File: config.mk
export PLATFORM = sky130hd
export DESIGN_NAME = mod_exp_engine_flat
export DESIGN_NICKNAME = d
export VERILOG_FILES = /design/src/rtl/mod_exp_engine_if.sv /design/src/rtl/mod_exp_engine.sv /design/src/flat_wrapper.sv
export SDC_FILE = /design/constraint.sdc
export NUM_CORES = 1
export LEC_CHECK = 0
export CAP_MARGIN = 5
export CORE_MARGIN = 10
export CORE_UTILIZATION = 63
export DETAILED_ROUTE_END_ITERATION = 8
export PLACE_DENSITY = 0.84
export SYNTH_ARGS = -nofsm -noshare
export SYNTH_HDL_FRONTEND = slang
export SYNTH_SLANG_ARGS = --single-unit
export TNS_END_PERCENT = 5
File: constraint.sdc
create_clock -name clk -period 43.9 [get_ports clk]
set_clock_uncertainty 0.05 [all_clocks]
set_input_delay 8.78 -clock clk [delete_from_list [all_inputs] [get_ports clk]]
set_output_delay 8.78 -clock clk [all_outputs]
set_load 0.02 [all_outputs]
File: src/rtl/mod_exp_engine_if.sv
// Request/response bundle for the modular exponentiation engine.
// Master issues start with operands; slave returns result, busy, completion pulse and error.
interface mod_exp_engine_if #(
   parameter int WIDTH_N     = 8,
   parameter int WIDTH_DEG   = 8,
   parameter int WIDTH_MSG_I = 8
);
   logic                   start;
   logic [WIDTH_MSG_I-1:0] in;
   logic [WIDTH_DEG-1:0]   degree;
   logic [WIDTH_N-1:0]     n;
   logic [WIDTH_N-1:0]     out;
   logic                   busy;
   logic                   down;
   logic                   err;

   modport master (
      output start, in, degree, n,
      input  out, busy, down, err
   );

   modport slave (
      input  start, in, degree, n,
      output out, busy, down, err
   );
endinterface

File: src/rtl/mod_exp_engine.sv
// Constant-time square-and-multiply in^degree mod n; down at T+2*WIDTH_DEG+2 (T+3 if n<2).
// No backpressure: start is taken only in IDLE, starts while busy are dropped.
module mod_exp_engine #(
   parameter int WIDTH_N     = 8,
   parameter int WIDTH_DEG   = 8,
   parameter int WIDTH_MSG_I = 8
) (
   input logic              clk,
   input logic              rst,
   mod_exp_engine_if.slave  bus
);
   localparam int PW    = 2 * WIDTH_N;
   localparam int IDX_W = (WIDTH_DEG > 1) ? $clog2(WIDTH_DEG) : 1;

   typedef enum logic [2:0] {IDLE, LOAD, SQR, MUL, DONE} state_t;

   state_t                 state_q, state_d;
   logic [WIDTH_MSG_I-1:0] in_q, in_d;
   logic [WIDTH_DEG-1:0]   deg_q, deg_d;
   logic [WIDTH_N-1:0]     n_q, n_d;
   logic [WIDTH_N-1:0]     base_q, base_d;
   logic [WIDTH_N-1:0]     acc_q, acc_d;
   logic [IDX_W-1:0]       idx_q, idx_d;
   logic                   errp_q, errp_d;
   logic [WIDTH_N-1:0]     out_q, out_d;
   logic                   busy_q, busy_d;
   logic                   down_q, down_d;
   logic                   err_q, err_d;

   logic [WIDTH_N-1:0]     mod_n;
   logic [PW-1:0]          sqr_full, mul_full;
   logic [WIDTH_N-1:0]     sqr_red, mul_red, in_red;
   logic                   n_invalid;

   // Divisor is forced nonzero so the reducers never see n=0; that case is trapped in LOAD anyway.
   assign mod_n     = (n_q == '0) ? WIDTH_N'(1) : n_q;
   assign n_invalid = ((n_q >> 1) == '0);

   // Full double-width products; the multiply runs every MUL cycle whether or not its result is kept.
   assign sqr_full = PW'(acc_q) * PW'(acc_q);
   assign mul_full = PW'(acc_q) * PW'(base_q);
   assign sqr_red  = WIDTH_N'(sqr_full % PW'(mod_n));
   assign mul_red  = WIDTH_N'(mul_full % PW'(mod_n));
   assign in_red   = WIDTH_N'(WIDTH_N'(in_q) % mod_n);

   always_ff @(posedge clk) begin
      if (rst) begin
         state_q <= IDLE;
         in_q    <= '0;
         deg_q   <= '0;
         n_q     <= '0;
         base_q  <= '0;
         acc_q   <= '0;
         idx_q   <= '0;
         errp_q  <= 1'b0;
         out_q   <= '0;
         busy_q  <= 1'b0;
         down_q  <= 1'b0;
         err_q   <= 1'b0;
      end else begin
         state_q <= state_d;
         in_q    <= in_d;
         deg_q   <= deg_d;
         n_q     <= n_d;
         base_q  <= base_d;
         acc_q   <= acc_d;
         idx_q   <= idx_d;
         errp_q  <= errp_d;
         out_q   <= out_d;
         busy_q  <= busy_d;
         down_q  <= down_d;
         err_q   <= err_d;
      end
   end

   always_comb begin
      state_d = state_q;
      in_d    = in_q;
      deg_d   = deg_q;
      n_d     = n_q;
      base_d  = base_q;
      acc_d   = acc_q;
      idx_d   = idx_q;
      errp_d  = errp_q;
      out_d   = out_q;
      busy_d  = busy_q;
      down_d  = 1'b0;
      err_d   = 1'b0;

      case (state_q)
         IDLE: begin
            if (bus.start) begin
               in_d    = bus.in;
               deg_d   = bus.degree;
               n_d     = bus.n;
               errp_d  = 1'b0;
               busy_d  = 1'b1;
               state_d = LOAD;
            end
         end
         LOAD: begin
            // Invalid modulus spends a second LOAD cycle so its pulse lands at T+3.
            if (n_invalid) begin
               if (errp_q) state_d = DONE;
               else        errp_d  = 1'b1;
            end else begin
               base_d  = in_red;
               acc_d   = WIDTH_N'(1);
               idx_d   = IDX_W'(WIDTH_DEG - 1);
               state_d = SQR;
            end
         end
         SQR: begin
            acc_d   = sqr_red;
            state_d = MUL;
         end
         MUL: begin
            if (deg_q[idx_q]) acc_d = mul_red;
            if (idx_q == '0) begin
               state_d = DONE;
            end else begin
               idx_d   = idx_q - IDX_W'(1);
               state_d = SQR;
            end
         end
         DONE: begin
            out_d   = errp_q ? '0 : acc_q;
            err_d   = errp_q;
            down_d  = 1'b1;
            busy_d  = 1'b0;
            state_d = IDLE;
         end
         default: state_d = IDLE;
      endcase
   end

   assign bus.out  = out_q;
   assign bus.busy = busy_q;
   assign bus.down = down_q;
   assign bus.err  = err_q;
endmodule

File: src/flat_wrapper.sv
// flat-port wrapper written by rule: the top's interface ports become plain ports
module mod_exp_engine_flat 
#(
   parameter int WIDTH_N     = 8,
   parameter int WIDTH_DEG   = 8,
   parameter int WIDTH_MSG_I = 8
)
  (clk, rst, bus_start, bus_in, bus_degree, bus_n, bus_out, bus_busy, bus_down, bus_err);
  mod_exp_engine_if #(.WIDTH_N(WIDTH_N), .WIDTH_DEG(WIDTH_DEG), .WIDTH_MSG_I(WIDTH_MSG_I)) bus_i ();
  input logic clk;
  input logic rst;
  input wire logic [$bits(bus_i.start)-1:0] bus_start;
  input wire logic [$bits(bus_i.in)-1:0] bus_in;
  input wire logic [$bits(bus_i.degree)-1:0] bus_degree;
  input wire logic [$bits(bus_i.n)-1:0] bus_n;
  output wire logic [$bits(bus_i.out)-1:0] bus_out;
  output wire logic [$bits(bus_i.busy)-1:0] bus_busy;
  output wire logic [$bits(bus_i.down)-1:0] bus_down;
  output wire logic [$bits(bus_i.err)-1:0] bus_err;
  assign bus_i.start = bus_start;
  assign bus_i.in = bus_in;
  assign bus_i.degree = bus_degree;
  assign bus_i.n = bus_n;
  assign bus_out = bus_i.out;
  assign bus_busy = bus_i.busy;
  assign bus_down = bus_i.down;
  assign bus_err = bus_i.err;
  mod_exp_engine #(.WIDTH_N(WIDTH_N), .WIDTH_DEG(WIDTH_DEG), .WIDTH_MSG_I(WIDTH_MSG_I)) u_core (.clk(clk), .rst(rst), .bus(bus_i));
endmodule
==> out/summary.txt, run 1 <==
wire length on met3 - 2540 um
status - finished clean
Tcrit/Tclk final - 87.5%
final-stage net count - 2092
die area - 28200 sq um
setup TNS after final layout - 0 ps
Max Transition Viols Final - 0
post-synthesis sequential area ratio - 8.41%
minimum clock period - 38410 ps
CTS tree - done
total global routing overflow - 0
post-route ant nets - 0
Yosys Warn Count - 0
clock root cell - clkbuf_16
CP Class - flop to flop
setup repair after global routing missed its margin - false
GR Util All Layers - 25.5%
Most common cell on crit path - o21a_1
Yosys top cell area share - 18.6%
Gate Count Post-Synth - 1793
startpoint types - flop
footprint of the multi-input gates - 11900 sq um
cells resized by post-CTS repair - 0
final setup fails - 0
Final Non-Filler Cells - 2082
number of synthesized flops with an enable pin - 0
worst-margin pin slew - 1000 ps
total wire length - 36800 um
CTS Buffer Depth - 2
R2R Setup Slk - 5490 ps
mapped cell area - 13800 sq um
Met1 Wirelength - 16600 um
CP required - 44060 ps
hpwl dp - 28900 um
most frequent cells in the layout - ha_1, nand2_1, nor2_1
top sig layer - met4
# port buffers - 37
Initial DRT Pass Iterations - 5
CP Max Fanout - 20
num rows - 54
initial antenna violation count - 0
worst r2r src - u_core.acc_q[6]$_SDFFE_PP0P_
TritonCTS Sinks - 58
Setup Buffers After CTS - 0
Syn-to-layout area delta - 6.54%
clk_lat worst skew - 340 ps
DRT iter0 DRCs - 1035
library cells used by synthesis - 107
Hold Buf Count CTS - 0
Final Hold Viols - 0
die width - 168 um
core area - 21700 sq um
# Max-Cap Violations - 0
worst r2r path cells - 164
register clock-pin slew on the reported worst setup and hold paths - 60 ps
H-tree levels - 3
most common cell after layout, fill and taps aside - ha_1
HP Class - flop to flop
WL/cell - 17.7 um
area leader, netlist - ha_1
vias post-DR - 13.3k
reg-to-reg endpoint - u_core.acc_q[5]$_SDFFE_PP0P_
Die Height - 168 um
TritonCTS buffer count - 9
Starting Density - 63.6%
share of cells above drive strength 1 - 6.83%
Inserted Diodes - 0
Mapped Avg Cell Area - 7.70 sq um
asr flop ratio synth - 0%
Register Area - 1160 sq um
Mapped Nets - 2088
fmax - 26.0 MHz
kind of end point of the critical path - flop
crit path capture - u_core.acc_q[5]$_SDFFE_PP0P_
largest net degree at the start of global routing - 45
filler instances - 1777
DR WL met2 - 16900 um
worst path arrival time - 38570 ps
largest cells by area after synthesis - ha_1, fa_1, dfxtp_1
CP max-delay cell - dfxtp_1
vias per cell - 6.39
I/O pin total - 38
# DRC - 0
Placer Congestion - 0.961
relative slew slack - 32.5%
Placed Instances - 2066
Post-synth top flop - dfxtp_1
peak per-stage delay on the critical path - 890 ps
number of global-route vias before repair - 12.6k
#FFs+latches synth - 58
final worst slack - 5490 ps
first-pass GRT wire length - 62100 um
pre-CTS setup slack - 6300 ps
Critical path origin - u_core.acc_q[6]$_SDFFE_PP0P_
cell families (layout without fill, tap and decap cells):
kind of cell,Yosys count,after routing,share of synthesized area [%]
flip-flops,58,58,8.41
XOR/XNOR,79,79,5.01
adder cells (fa/ha/maj),268,268,27.7
AND/OR/NAND/NOR,626,626,22.5
buffers and inverters,189,198,5.35
multiplexers,53,53,4.42
AO/OA/AOI/OAI,520,520,26.6
through the flow:
stage / hold slack [ps] / utilization [%] / area [sq um]
floorplan: 382 / - / 13800
global placement: 392 / 66.3 / 14400
detailed placement: 397 / 66.3 / 14400
CTS: 405 / 67.8 / 14700
global route: 428 / 67.8 / 14700
finish: 407 / 67.8 / 14700
cell usage after synthesis (all sizes together) (6+ instances only):
cell type / number
o31a: 7
nand4: 14
a21o: 52
nor2: 140
nor3: 75
o2111ai: 6
nor2b: 19
o21ai: 76
o21a: 73
nand3: 27
o211ai: 28
ha: 205
a21oi: 136
o211a: 11
o31ai: 26
mux2: 30
and2: 77
a211oi: 16
or3: 19
xnor2: 46
and3: 10
xor2: 33
mux2i: 21
dfxtp: 58
buf: 12
or2: 13
a22o: 9
a211o: 6
clkbuf: 43
inv: 134
a31oi: 9
o21bai: 7
nand2b: 14
nor4: 9
fa: 63
nand2: 185
routing by layer:
metal	GRT usage, %	up-vias
li1	-	6489
met1	34.8	6250
met2	41.7	492
met3	3.38	69
met4	6.17	0
met5	0	-
final cells by class:
cell class	instances	share of cell area [%]
multi-input combinational	1546	81.0
sequential	58	7.90
inverter	134	3.42
timing repair buffer	48	3.08
tap	280	2.38
clock buffer	10	1.63
clock inverter	6	0.604
sequential cells by signal (all words and copies together) (netlist names), 3 cells and up:
name	count
u_core.bus.out	8
u_core.in_q	8
u_core.base_q	8
u_core.deg_q	8
u_core.n_q	8
u_core.state_q	3
u_core.acc_q	8
u_core.idx_q	3
how the worst min path moves through the flow:
stage / start / endpoint / depth (start not counted)
detailed placement: u_core.deg_q[7]$_SDFFE_PP0P_ / u_core.deg_q[7]$_SDFFE_PP0P_ / 2
CTS: u_core.deg_q[7]$_SDFFE_PP0P_ / u_core.deg_q[7]$_SDFFE_PP0P_ / 2
finish: u_core.deg_q[1]$_SDFFE_PP0P_ / u_core.deg_q[1]$_SDFFE_PP0P_ / 2
global placement: u_core.n_q[0]$_SDFFE_PP0P_ / u_core.n_q[0]$_SDFFE_PP0P_ / 2
global route: u_core.deg_q[1]$_SDFFE_PP0P_ / u_core.deg_q[1]$_SDFFE_PP0P_ / 2
floorplan: u_core.n_q[0]$_SDFFE_PP0P_ / u_core.n_q[0]$_SDFFE_PP0P_ / 2
worst max-delay path: cells and delay by family (launching register included):
kind            cells  cell delay [ps]
compound gates    100            22390
flops               1              890
buf+inv             5              390
simple gates       34             6130
xor+xnor            1              160
mux                 3             1110
fa+ha+maj          21             7110
Power of run 1 is left out: the tool's default activity adds up to more than one toggle a clock period on the data nets, which glitch-free logic cannot reach.
==> run 2: changes to the inputs <==
==> constraint.sdc (replaced) <==
create_clock -name clk -period 38.1 [get_ports clk]
set_clock_uncertainty 0.05 [all_clocks]
set_input_delay 7.62 -clock clk [delete_from_list [all_inputs] [get_ports clk]]
set_output_delay 7.62 -clock clk [all_outputs]
set_load 0.02 [all_outputs]
==> run 2 against run 1 <==
Effect of this change:
- register-to-register slack got worse by 3100 ps
- cell area is 0.80% higher
- wire length increased by 3.4%
- critical path depth stayed put
- global-route usage rose by 0.33 points
- cell count is 0.29% higher
- sequential cell count stayed put
- count of clock-buffer cells in the layout decreased by 1
- first-iteration DRC count rose by 19%
- largest cell class unchanged
==> out/summary.txt, run 2 (synthesized netlist as in run 1, its figures left out) <==
status - finished clean (unchanged)
Placed Instances - 2066 (unchanged)
hpwl dp - 29600 um (was 28900 um)
TritonCTS buffer count - 9 (unchanged)
WL/cell - 18.2 um (was 17.7 um)
# Max-Cap Violations - 0 (unchanged)
post-route ant nets - 0 (unchanged)
CP Class - flop to flop (unchanged)
CP required - 38250 ps (was 44060 ps)
Starting Density - 63.6% (unchanged)
number of global-route vias before repair - 13.1k (was 12.6k)
Initial DRT Pass Iterations - 7 (was 5)
placed inst area - 14400 sq um (unchanged)
Die Height - 168 um (unchanged)
die area - 28200 sq um (unchanged)
CTS tree - done (unchanged)
CP max-delay cell - fa_1 (was dfxtp_1)
Final Non-Filler Cells - 2088 (was 2082)
# port buffers - 37 (unchanged)
minimum clock period - 35750 ps (was 38410 ps)
share of cells above drive strength 1 - 8.24% (was 6.83%)
final-stage net count - 2098 (was 2092)
Inserted Diodes - 0 (unchanged)
clock root cell - clkbuf_16 (unchanged)
Tcrit/Tclk final - 93.8% (was 87.5%)
CTS Buffer Depth - 2 (unchanged)
HP Class - flop to flop (unchanged)
fmax - 28.0 MHz (was 26.0 MHz)
DRT iter0 DRCs - 1228 (was 1035)
first-pass GRT wire length - 63200 um (was 62100 um)
largest net degree at the start of global routing - 45 (unchanged)
most common cell after layout, fill and taps aside - ha_1 (unchanged)
clk_lat worst skew - 340 ps (about the same)
relative slew slack - 32.4% (was 32.5%)
num rows - 54 (unchanged)
Final Hold Viols - 0 (unchanged)
Util after Layout - 68.3% (was 67.8%)
total global routing overflow - 0 (unchanged)
vias post-DR - 13.5k (was 13.3k)
final setup fails - 0 (unchanged)
# DRC - 0 (unchanged)
worst path arrival time - 35900 ps (was 38570 ps)
core area - 21700 sq um (unchanged)
GR Util All Layers - 25.9% (was 25.5%)
CP Max Fanout - 20 (unchanged)
Placer Congestion - 0.968 (was 0.961)
vias per cell - 6.49 (was 6.39)
Max Transition Viols Final - 0 (unchanged)
fin area - 14800 sq um (was 14700 sq um)
register clock-pin slew on the reported worst setup and hold paths - 60 ps (about the same)
die width - 168 um (unchanged)
H-tree levels - 3 (unchanged)
I/O pin total - 38 (unchanged)
Syn-to-layout area delta - 7.39% (was 6.54%)
worst-margin pin slew - 1010 ps (was 1000 ps)
peak per-stage delay on the critical path - 580 ps (was 890 ps)
Most common cell on crit path - o21a_1 (unchanged)
most frequent cells in the layout - ha_1, nand2_1, nor2_1 (unchanged)
kind of end point of the critical path - flop (unchanged)
startpoint types - flop (unchanged)
total wire length - 38000 um (was 36800 um)
initial antenna violation count - 0 (unchanged)
TritonCTS Sinks - 58 (unchanged)
==> run 2: cell types whose count changed in the layout (fill, tap and decap cells not counted), sizes merged <==
cell      change
bufinv        -2
clkinvlp      +1
clkinv        +2
clkbuf        -1
buf           +6
==> run 2: worst max-delay path: cells and delay by family (launching register included) <==
kind / cells / cell delay, ps
AOI/OAI and AO/OA: 95 / 19220
adders and majority gates: 21 / 7230
and+or+nand+nor: 36 / 6090
muxes: 5 / 1660
buffers and inverters: 6 / 580
DFF: 1 / 510
xor gates and xnor gates: 1 / 160
==> run 2: final timing paths <==
check | slack [ps] | end | start | depth (start not counted)
max | 2350 | u_core.acc_q[3]$_SDFFE_PP0P_ | u_core.acc_q[6]$_SDFFE_PP0P_ | 164
min | 400 | u_core.deg_q[7]$_SDFFE_PP0P_ | u_core.deg_q[7]$_SDFFE_PP0P_ | 2
max reg2reg | 2350 | u_core.acc_q[3]$_SDFFE_PP0P_ | u_core.acc_q[6]$_SDFFE_PP0P_ | 164
min reg2reg | 400 | u_core.deg_q[7]$_SDFFE_PP0P_ | u_core.deg_q[7]$_SDFFE_PP0P_ | 2
==> run 2: layout make-up <==
type	instances	area (sq um)
repair buffers	54	498
clock buffers	9	225
well taps	280	350
clock inverters	7	53.8
flip-flops and latches	58	1190
inverters	134	503
multi-input cells	1546	12000
fillers	1745	6870
==> run 2: what timing repair did <==
item | CTS | global route
resized for setup | 0 | 36
hold buffers | 0 | 0
setup buffers | 0 | 6
setup endpoints to repair | 0 | 8
==> run 2: stage by stage <==
stage                     worst slack, ps  hold slack (ps)  setup TNS (ps)
final                                2350              404               0
after global routing                -65.4              421            -215
after CTS                             136              405               0
after detailed placement              321              397               0
after global placement               1500              392               0
after floorplan                      4880              382               0
==> run 2: routing by layer <==
metal | vias to the layer above | wire (um) | global-route usage, %
li1 | 6509 | - | -
met1 | 6432 | 16900 | 34.1
met2 | 511 | 17300 | 41.9
met3 | 91 | 2530 | 3.63
met4 | 0 | 1240 | 9.73
met5 | - | 0 | 0
Power of run 2 is left out for the same reason.
==> run 3: changes to the inputs <==
--- a/config.mk
+++ b/config.mk
@@ -10,6 +10,7 @@
 export CORE_UTILIZATION = 63
 export DETAILED_ROUTE_END_ITERATION = 8
 export PLACE_DENSITY = 0.84
+export SLEW_MARGIN = 20
 export SYNTH_ARGS = -nofsm -noshare
 export SYNTH_HDL_FRONTEND = slang
 export SYNTH_SLANG_ARGS = --single-unit
==> results of run 3 <==
No change in the layout: final DEF, timing and power equal those of run 2.
Power of run 3 is left out for the same reason.
